`src/rtl/filter_ctrl_multi.sv`:
```
// Multi-channel filter controller: one Pico 4-phase req/ack link feeding
// N_CH independent fill/circulate/drain channel FSMs with shared pump PWM.
module filter_ctrl_multi #(
  parameter int N_CH          = 2,
  parameter int CH_W          = 1,
  parameter int SENS_W        = 4,
  parameter int PWM_W         = 8,
  parameter int DUTY_A        = 192,
  parameter int DUTY_B        = 128,
  parameter int FILL_TIMEOUT  = 100000,
  parameter int DRAIN_TIMEOUT = 100000,
  parameter int ACK_TIMEOUT   = 50000
) (
  input  logic                   clk,
  input  logic                   rst_n,
  input  logic [CH_W+SENS_W-1:0] pico_data_in,
  input  logic                   pico_req_in,
  output logic                   pico_ack_out,
  input  logic [N_CH-1:0]        float_full_in,
  input  logic [N_CH-1:0]        float_empty_in,
  output logic [N_CH-1:0]        pump_a_pwm_out,
  output logic [N_CH-1:0]        pump_b_pwm_out,
  output logic                   comm_error_led_out,
  output logic [N_CH-1:0]        fault_out
);

  localparam int W     = CH_W + SENS_W;
  localparam int T_MAX = (FILL_TIMEOUT > DRAIN_TIMEOUT) ? FILL_TIMEOUT : DRAIN_TIMEOUT;
  localparam int TMR_W = $clog2(T_MAX + 1);
  localparam int ACK_W = $clog2(ACK_TIMEOUT + 1);
  localparam int PW1   = PWM_W + 1;
  localparam int CW1   = CH_W + 1;
  localparam logic [TMR_W-1:0] FILL_LAST  = TMR_W'(FILL_TIMEOUT - 1);
  localparam logic [TMR_W-1:0] DRAIN_LAST = TMR_W'(DRAIN_TIMEOUT - 1);
  localparam logic [TMR_W-1:0] TMR_SAT    = TMR_W'(T_MAX);
  localparam logic [ACK_W-1:0] ACK_LAST   = ACK_W'(ACK_TIMEOUT - 1);
  localparam logic [PW1-1:0]   DUTY_A_W   = PW1'(DUTY_A);
  localparam logic [PW1-1:0]   DUTY_B_W   = PW1'(DUTY_B);
  localparam logic [CW1-1:0]   N_CH_W     = CW1'(N_CH);

  typedef enum logic [1:0] {L_IDLE = 2'd0, L_ACK = 2'd1, L_WAIT_LOW = 2'd2} link_state_e;
  typedef enum logic [2:0] {
    IDLE = 3'd0, FILLING = 3'd1, CIRCULATING = 3'd2, DRAINING = 3'd3, FAULT = 3'd4
  } ch_state_e;

  logic              req_meta_r, req_sync_r;
  logic [N_CH-1:0]   full_meta_r, full_sync_r, empty_meta_r, empty_sync_r;
  link_state_e       link_state_r, link_next_s;
  logic [W-1:0]      data_r, data_next_s;
  logic              ack_r, ack_next_s;
  logic [ACK_W-1:0]  ack_cnt_r, ack_cnt_next_s;
  logic              comm_err_r, comm_err_next_s;
  logic [CH_W-1:0]   ch_idx_s;
  logic [SENS_W-1:0] anom_s;
  logic              word_valid_s, apply_s, word_anom_s;
  ch_state_e         ch_state_r [N_CH];
  ch_state_e         ch_next_s [N_CH];
  logic [TMR_W-1:0]  timer_r [N_CH];
  logic [TMR_W-1:0]  timer_next_s [N_CH];
  logic [N_CH-1:0]   hit_s, both_s, en_a_s, en_b_s;
  logic [PWM_W-1:0]  pwm_cnt_r;
  logic              duty_a_on_s, duty_b_on_s;
  logic [N_CH-1:0]   pump_a_r, pump_b_r, fault_r;

  // Two-flop synchronisers for the asynchronous request and float switches
  always_ff @(posedge clk or negedge rst_n) begin
    if (!rst_n) begin
      req_meta_r   <= 1'b0;
      req_sync_r   <= 1'b0;
      full_meta_r  <= {N_CH{1'b0}};
      full_sync_r  <= {N_CH{1'b0}};
      empty_meta_r <= {N_CH{1'b0}};
      empty_sync_r <= {N_CH{1'b0}};
    end else begin
      req_meta_r   <= pico_req_in;
      req_sync_r   <= req_meta_r;
      full_meta_r  <= float_full_in;
      full_sync_r  <= full_meta_r;
      empty_meta_r <= float_empty_in;
      empty_sync_r <= empty_meta_r;
    end
  end

  // Decode of the captured status word; it only acts on a channel during L_ACK
  always_comb begin
    ch_idx_s     = data_r[W-1:SENS_W];
    anom_s       = data_r[SENS_W-1:0];
    word_valid_s = !(&anom_s) && ({1'b0, ch_idx_s} < N_CH_W);
    word_anom_s  = |anom_s;
    apply_s      = (link_state_r == L_ACK) && word_valid_s;
  end

  // Link FSM next state: capture, one-cycle apply, wait for req low, ack timeout
  always_comb begin
    link_next_s     = link_state_r;
    data_next_s     = data_r;
    ack_next_s      = ack_r;
    ack_cnt_next_s  = ack_cnt_r;
    comm_err_next_s = comm_err_r;
    case (link_state_r)
      L_IDLE: begin
        if (req_sync_r) begin
          data_next_s    = pico_data_in;
          ack_next_s     = 1'b1;
          ack_cnt_next_s = {ACK_W{1'b0}};
          link_next_s    = L_ACK;
        end else begin
          link_next_s = L_IDLE;
        end
      end
      L_ACK: begin
        comm_err_next_s = !word_valid_s;
        ack_cnt_next_s  = ack_cnt_r + 1'b1;
        link_next_s     = L_WAIT_LOW;
      end
      L_WAIT_LOW: begin
        if (!req_sync_r) begin
          ack_next_s  = 1'b0;
          link_next_s = L_IDLE;
        end else if (ack_r && (ack_cnt_r >= ACK_LAST)) begin
          // Pico never released req: flag it, drop ack, keep waiting for req low
          ack_next_s      = 1'b0;
          comm_err_next_s = 1'b1;
        end else if (ack_r) begin
          ack_cnt_next_s = ack_cnt_r + 1'b1;
        end else begin
          ack_cnt_next_s = ack_cnt_r;
        end
      end
      default: begin
        ack_next_s  = 1'b0;
        link_next_s = L_IDLE;
      end
    endcase
  end

  // Link FSM state and registered link outputs
  always_ff @(posedge clk or negedge rst_n) begin
    if (!rst_n) begin
      link_state_r <= L_IDLE;
      data_r       <= {W{1'b0}};
      ack_r        <= 1'b0;
      ack_cnt_r    <= {ACK_W{1'b0}};
      comm_err_r   <= 1'b0;
    end else begin
      link_state_r <= link_next_s;
      data_r       <= data_next_s;
      ack_r        <= ack_next_s;
      ack_cnt_r    <= ack_cnt_next_s;
      comm_err_r   <= comm_err_next_s;
    end
  end

  // Per-channel word hit and contradictory-sensor detection
  always_comb begin
    for (int i = 0; i < N_CH; i++) begin
      hit_s[i]  = apply_s && (ch_idx_s == CH_W'(i));
      both_s[i] = full_sync_r[i] && empty_sync_r[i];
    end
  end

  // Channel FSM next state and timers; a word on the same cycle beats sensors
  always_comb begin
    for (int i = 0; i < N_CH; i++) begin
      ch_next_s[i] = ch_state_r[i];
      case (ch_state_r[i])
        IDLE: begin
          if (hit_s[i])       ch_next_s[i] = word_anom_s ? FILLING : IDLE;
          else if (both_s[i]) ch_next_s[i] = FAULT;
          else                ch_next_s[i] = IDLE;
        end
        FILLING: begin
          if (hit_s[i])                      ch_next_s[i] = word_anom_s ? FILLING : DRAINING;
          else if (both_s[i])                ch_next_s[i] = FAULT;
          else if (full_sync_r[i])           ch_next_s[i] = CIRCULATING;
          else if (timer_r[i] >= FILL_LAST)  ch_next_s[i] = FAULT;
          else                               ch_next_s[i] = FILLING;
        end
        CIRCULATING: begin
          if (hit_s[i])       ch_next_s[i] = word_anom_s ? CIRCULATING : DRAINING;
          else if (both_s[i]) ch_next_s[i] = FAULT;
          else                ch_next_s[i] = CIRCULATING;
        end
        DRAINING: begin
          if (hit_s[i])                      ch_next_s[i] = word_anom_s ? FILLING : DRAINING;
          else if (both_s[i])                ch_next_s[i] = FAULT;
          else if (empty_sync_r[i])          ch_next_s[i] = IDLE;
          else if (timer_r[i] >= DRAIN_LAST) ch_next_s[i] = FAULT;
          else                               ch_next_s[i] = DRAINING;
        end
        FAULT: begin
          // Recovery needs an OK word while the tank reads plainly empty
          if (hit_s[i] && !word_anom_s && empty_sync_r[i] && !full_sync_r[i])
            ch_next_s[i] = IDLE;
          else
            ch_next_s[i] = FAULT;
        end
        default: ch_next_s[i] = FAULT;
      endcase
      if (ch_next_s[i] != ch_state_r[i])  timer_next_s[i] = {TMR_W{1'b0}};
      else if (timer_r[i] != TMR_SAT)     timer_next_s[i] = timer_r[i] + 1'b1;
      else                                timer_next_s[i] = timer_r[i];
    end
  end

  // Pump enables from the current channel state
  always_comb begin
    for (int i = 0; i < N_CH; i++) begin
      en_a_s[i] = (ch_state_r[i] == FILLING) || (ch_state_r[i] == CIRCULATING);
      en_b_s[i] = (ch_state_r[i] == CIRCULATING) || (ch_state_r[i] == DRAINING);
    end
    duty_a_on_s = ({1'b0, pwm_cnt_r} < DUTY_A_W);
    duty_b_on_s = ({1'b0, pwm_cnt_r} < DUTY_B_W);
  end

  // Channel state, timers, shared PWM counter and registered pump/fault outputs
  always_ff @(posedge clk or negedge rst_n) begin
    if (!rst_n) begin
      for (int i = 0; i < N_CH; i++) begin
        ch_state_r[i] <= IDLE;
        timer_r[i]    <= {TMR_W{1'b0}};
      end
      pwm_cnt_r <= {PWM_W{1'b0}};
      pump_a_r  <= {N_CH{1'b0}};
      pump_b_r  <= {N_CH{1'b0}};
      fault_r   <= {N_CH{1'b0}};
    end else begin
      for (int i = 0; i < N_CH; i++) begin
        ch_state_r[i] <= ch_next_s[i];
        timer_r[i]    <= timer_next_s[i];
        pump_a_r[i]   <= en_a_s[i] && duty_a_on_s;
        pump_b_r[i]   <= en_b_s[i] && duty_b_on_s;
        fault_r[i]    <= (ch_next_s[i] == FAULT);
      end
      pwm_cnt_r <= pwm_cnt_r + 1'b1;
    end
  end

  assign pico_ack_out       = ack_r;
  assign comm_error_led_out = comm_err_r;
  assign pump_a_pwm_out     = pump_a_r;
  assign pump_b_pwm_out     = pump_b_r;
  assign fault_out          = fault_r;

endmodule

```
`config.mk`:
```
export PLATFORM = sky130hd
export DESIGN_NAME = filter_ctrl_multi
export DESIGN_NICKNAME = d
export VERILOG_FILES = /design/src/rtl/filter_ctrl_multi.sv
export SDC_FILE = /design/constraint.sdc
export NUM_CORES = 1
export LEC_CHECK = 0
export BUFFER_PORTS_ARGS = -buffer_cell sky130_fd_sc_hd__buf_2
export CAP_MARGIN = 20
export CORE_UTILIZATION = 64
export CTS_CLUSTER_DIAMETER = 30
export CTS_CLUSTER_SIZE = 20
export DETAILED_ROUTE_END_ITERATION = 7
export PLACE_DENSITY = 0.91
export SYNTH_ARGS = -nofsm -noshare
export SYNTH_HDL_FRONTEND = slang
export SYNTH_SLANG_ARGS = --single-unit
```
`constraint.sdc`:
```
create_clock -name clk -period 3.8 [get_ports clk]
set_input_delay 0.76 -clock clk [delete_from_list [all_inputs] [get_ports clk]]
set_output_delay 0.76 -clock clk [all_outputs]
set_load 0.01 [all_outputs]
```
==> out/qor.yml <==
status:
  status: "complete, no violations"
logic_synthesis:
  ys_seq_area_share_pct: 45.6
  yosys_warnings: 0
  syn_avg_cell_area_um2: 9.80
  synth_cells: 498
  syn_nets: 520
  yosys.area_share.simple_pct: 28.5
  yosys-top-cells-area: "dfrtp_1 46%, nand3_1 4.5%, nor3_1 4.1%"
  synth.area.mux_share_pct: 1.59
  synth_top_family_by_area: "simple AND/OR/NAND/NOR gates"
  synth_top_area_share_pct: 45.6
  ys_seq_elements: 89
  synth_cell_types: 68
  synth_flop_cell: "dfrtp_1"
  post_synth_instance_area_um2: 4880
  synth_area_leader_cell: "dfrtp_1"
  synth_fa_ha_area_share_pct: 2.56
  async_flop_share_pct: 100
  synth_xor_area_share_pct: 7.18
  synth-compound-area-share_pct: 10.9
  synth_edf_count: 0
min_path:
  hp-class: "primary input to asynchronous set/reset pin"
placed_design:
  hpwl_mm: 6.57
  port-buffer-count: 19
  place_congestion: 0.948
routing:
  viasPerCell: 6.22
  final_antenna_net_count: 0
  drc_errors: 0
  first_pass_iters: 4
  vias: 3839
  wl_mm: 9.86
  drtIter0Drc: 317
  routedWlPerCell_um: 16.0
clock_network:
  ctsHoldBuffers: 0
  cts_root_buf: "clkbuf_8"
  cts_buffers: 9
  h-tree-depth: 3
  cts_setup_buffers: 0
  insertion_delay_ps: 380
  cts_resized: 0
  clock_path_buffers: 2
  clkSinkCount: 89
  clk_pin_slew_ps: 100
  cts_tree: "done"
power:
  p_int_mw: 1.64
  ir_worst_vdd_mv: 0.569
  power_mw: 2.69
  pwr-share-seq_pct: 48.2
  p_switching_mw: 1.05
  p_per_area_nw_per_um2: 513
  switching_share_pct: 39.0
  p_comb_share_pct: 27.7
  pwr-share-clk_pct: 24.1
  p_leak_nw: 2.20
final_layout:
  diodes: 0
  drive_above_1_share_pct: 15.1
  nets: 535
  area_delta_synth_final_pct: 7.23
  utilization_pct: 71.4
setup_path:
  crit-reg2reg-launch: "ack_cnt_r[0]"
  cp_top_family: "simple AND/OR/NAND/NOR gates"
  startpoint: "ack_cnt_r[0]"
  ff2ff_path_depth: 8
  reg2reg_setup_slack_ps: 980
  crit_path_top_delay_cell: "or4b_2"
  start_kind: "flop"
  cp.required_ps: 4120
  critPathBufInv: 1
  cp_cell_sequence: "ha_1 > a311oi_1 > nor4b_1 > nor2_1 > a31oi_2 > buf_4 > or4b_2 > nand3_1"
  cpPeakStageDelay_ps: 630
  path_max_fanout: 19
  worstPathArrival_ps: 3130
  worst_setup_path_end_kind: "flop"
  path_class: "flop to flop"
  cp.depth: 8
job:
  max_cap_violations: 0
die:
  ioPinCount: 20
  initial_utilization_pct: 66.6
  die_area_um2: 7980
  fp.dieH_um: 89.3
  num_rows: 31
  fp.dieW_um: 89.3
  core_um2: 7330
grt:
  grt_max_degree: 90
  grt_pass1_wl_mm: 16.3
  grt_overflow: 0
  grt_usage_pct: 27.2
  antenna_found_initial: 0
  grt_pass1_vias: 3598
sta:
  rsz0062_at_grt: "false"
  max_slew.worst_pin.slew_ps: 784
  finClkSkew_ps: 10.1
  setup_viol: 0
  fin_crit_ps: 2820
  maxSlewViolCount: 0
  fmax_ghz: 0.355
  tns_ps: 0
  hold_viol: 0
  fin_crit_sh_pct: 74.1
  slew_headroom_pct: 47.7
flip-flops by register name, indices dropped and copies added, names as in the netlist, 5 cells and up:
name	cells
ack_cnt_r	16
ch_state_r	6
data_r	5
pwm_cnt_r	8
timer_r	34
path summary, 6_finish.rpt:
path                                    to
min reg2reg                empty_sync_r[1]
min in group clk           empty_sync_r[1]
max reg2reg                  ack_cnt_r[12]
max                          ack_cnt_r[12]
max in group asynchronous     ack_cnt_r[4]
min                            timer_r[24]
worst register-to-register path, delay by kind of cell, from the launching register on:
family / cells / cell delay (ps)
fa+ha+maj: 1 / 250
buf+inv: 1 / 300
simple gates: 4 / 1140
compound gates: 2 / 640
flops: 1 / 420
stage by stage:
stage | cell area, um^2 | worst slack (ps) | hold WS (ps) | instances
CTS | 5210 | 1020 | 362 | 616
global placement | 5010 | 1190 | 332 | 600
finish | 5230 | 984 | 213 | 617
detailed placement | 5010 | 1080 | 339 | 600
floorplan | 4880 | 1580 | 331 | 498
global route | 5230 | 805 | 209 | 617
per-layer routing:
metal	track usage (%)	share of wire, %
met4	11.8	2.7
met1	33.5	43
met3	7.66	4.1
met5	0	0
met2	44.8	50
Yosys cell counts, types with 2 or more instances:
library cell and n:
o221ai_1 7, a21oi_1 17, nand2b_1 4, nand3b_1 8
or4_4 2, a31oi_1 6, clkbuf_1 8, nand3_1 44
ha_1 10, inv_1 16, nand2_1 52, nor3_1 40
or4b_1 5, o21a_1 3, and3_1 9, nor3b_1 2
and2_1 3, or4b_2 3, a211oi_1 4, nor2b_1 3
mux2_2 6, o21ai_0 16, and4b_1 2, or2_2 4
dfrtp_1 89, a21o_1 2, xor2_1 18, buf_2 4
buf_4 2, nand4_1 10, buf_1 2, nor4_1 5
nor3_2 10, nor2_1 27, xnor2_1 22
power groups by stage:
stage	Combinational, mW	Sequential (mW)	Clock (mW)
global route	0.825	1.31	0.695
finish	0.744	1.30	0.647
floorplan	0.571	1.25	0
CTS	0.741	1.28	0.655
detailed placement	0.720	1.30	0
global placement	0.675	1.28	0
final cells by class:
type / instances / area (um^2)
multi-input cells: 374 / 2480
flip-flops and latches: 89 / 2230
fillers: 530 / 2100
repair buffers: 23 / 148
clock buffers: 9 / 124
well taps: 99 / 124
clock inverters: 7 / 68.8
inverters: 16 / 60.1
cells in the final DEF (no fill, tap or decap), types with 4 or more instances in the layout:
cell | synthesis | layout
a211oi_1 | 4 | 4
a21oi_1 | 17 | 17
a31oi_1 | 6 | 5
and3_1 | 9 | 9
buf_2 | 4 | 18
buf_4 | 2 | 4
clkbuf_8 | 0 | 9
dfrtp_1 | 89 | 89
ha_1 | 10 | 10
inv_1 | 16 | 16
mux2_2 | 6 | 6
nand2_1 | 52 | 52
nand2b_1 | 4 | 4
nand3_1 | 44 | 44
nand3b_1 | 8 | 8
nand4_1 | 10 | 10
nor2_1 | 27 | 27
nor3_1 | 40 | 40
nor3_2 | 10 | 10
nor4_1 | 5 | 5
o21ai_0 | 16 | 16
o221ai_1 | 7 | 7
or2_2 | 4 | 4
or4b_1 | 5 | 5
xnor2_1 | 22 | 22
xor2_1 | 18 | 18
logic make-up (layout without fill, tap and decap cells):
family | Yosys count | count (layout)
compound gates | 71 | 71
xor+xnor | 40 | 40
fa+ha+maj | 10 | 10
buf+inv | 35 | 55
flops | 89 | 89
mux | 7 | 7
simple gates | 246 | 246
Note: power is estimated with default switching activity, not from simulation.
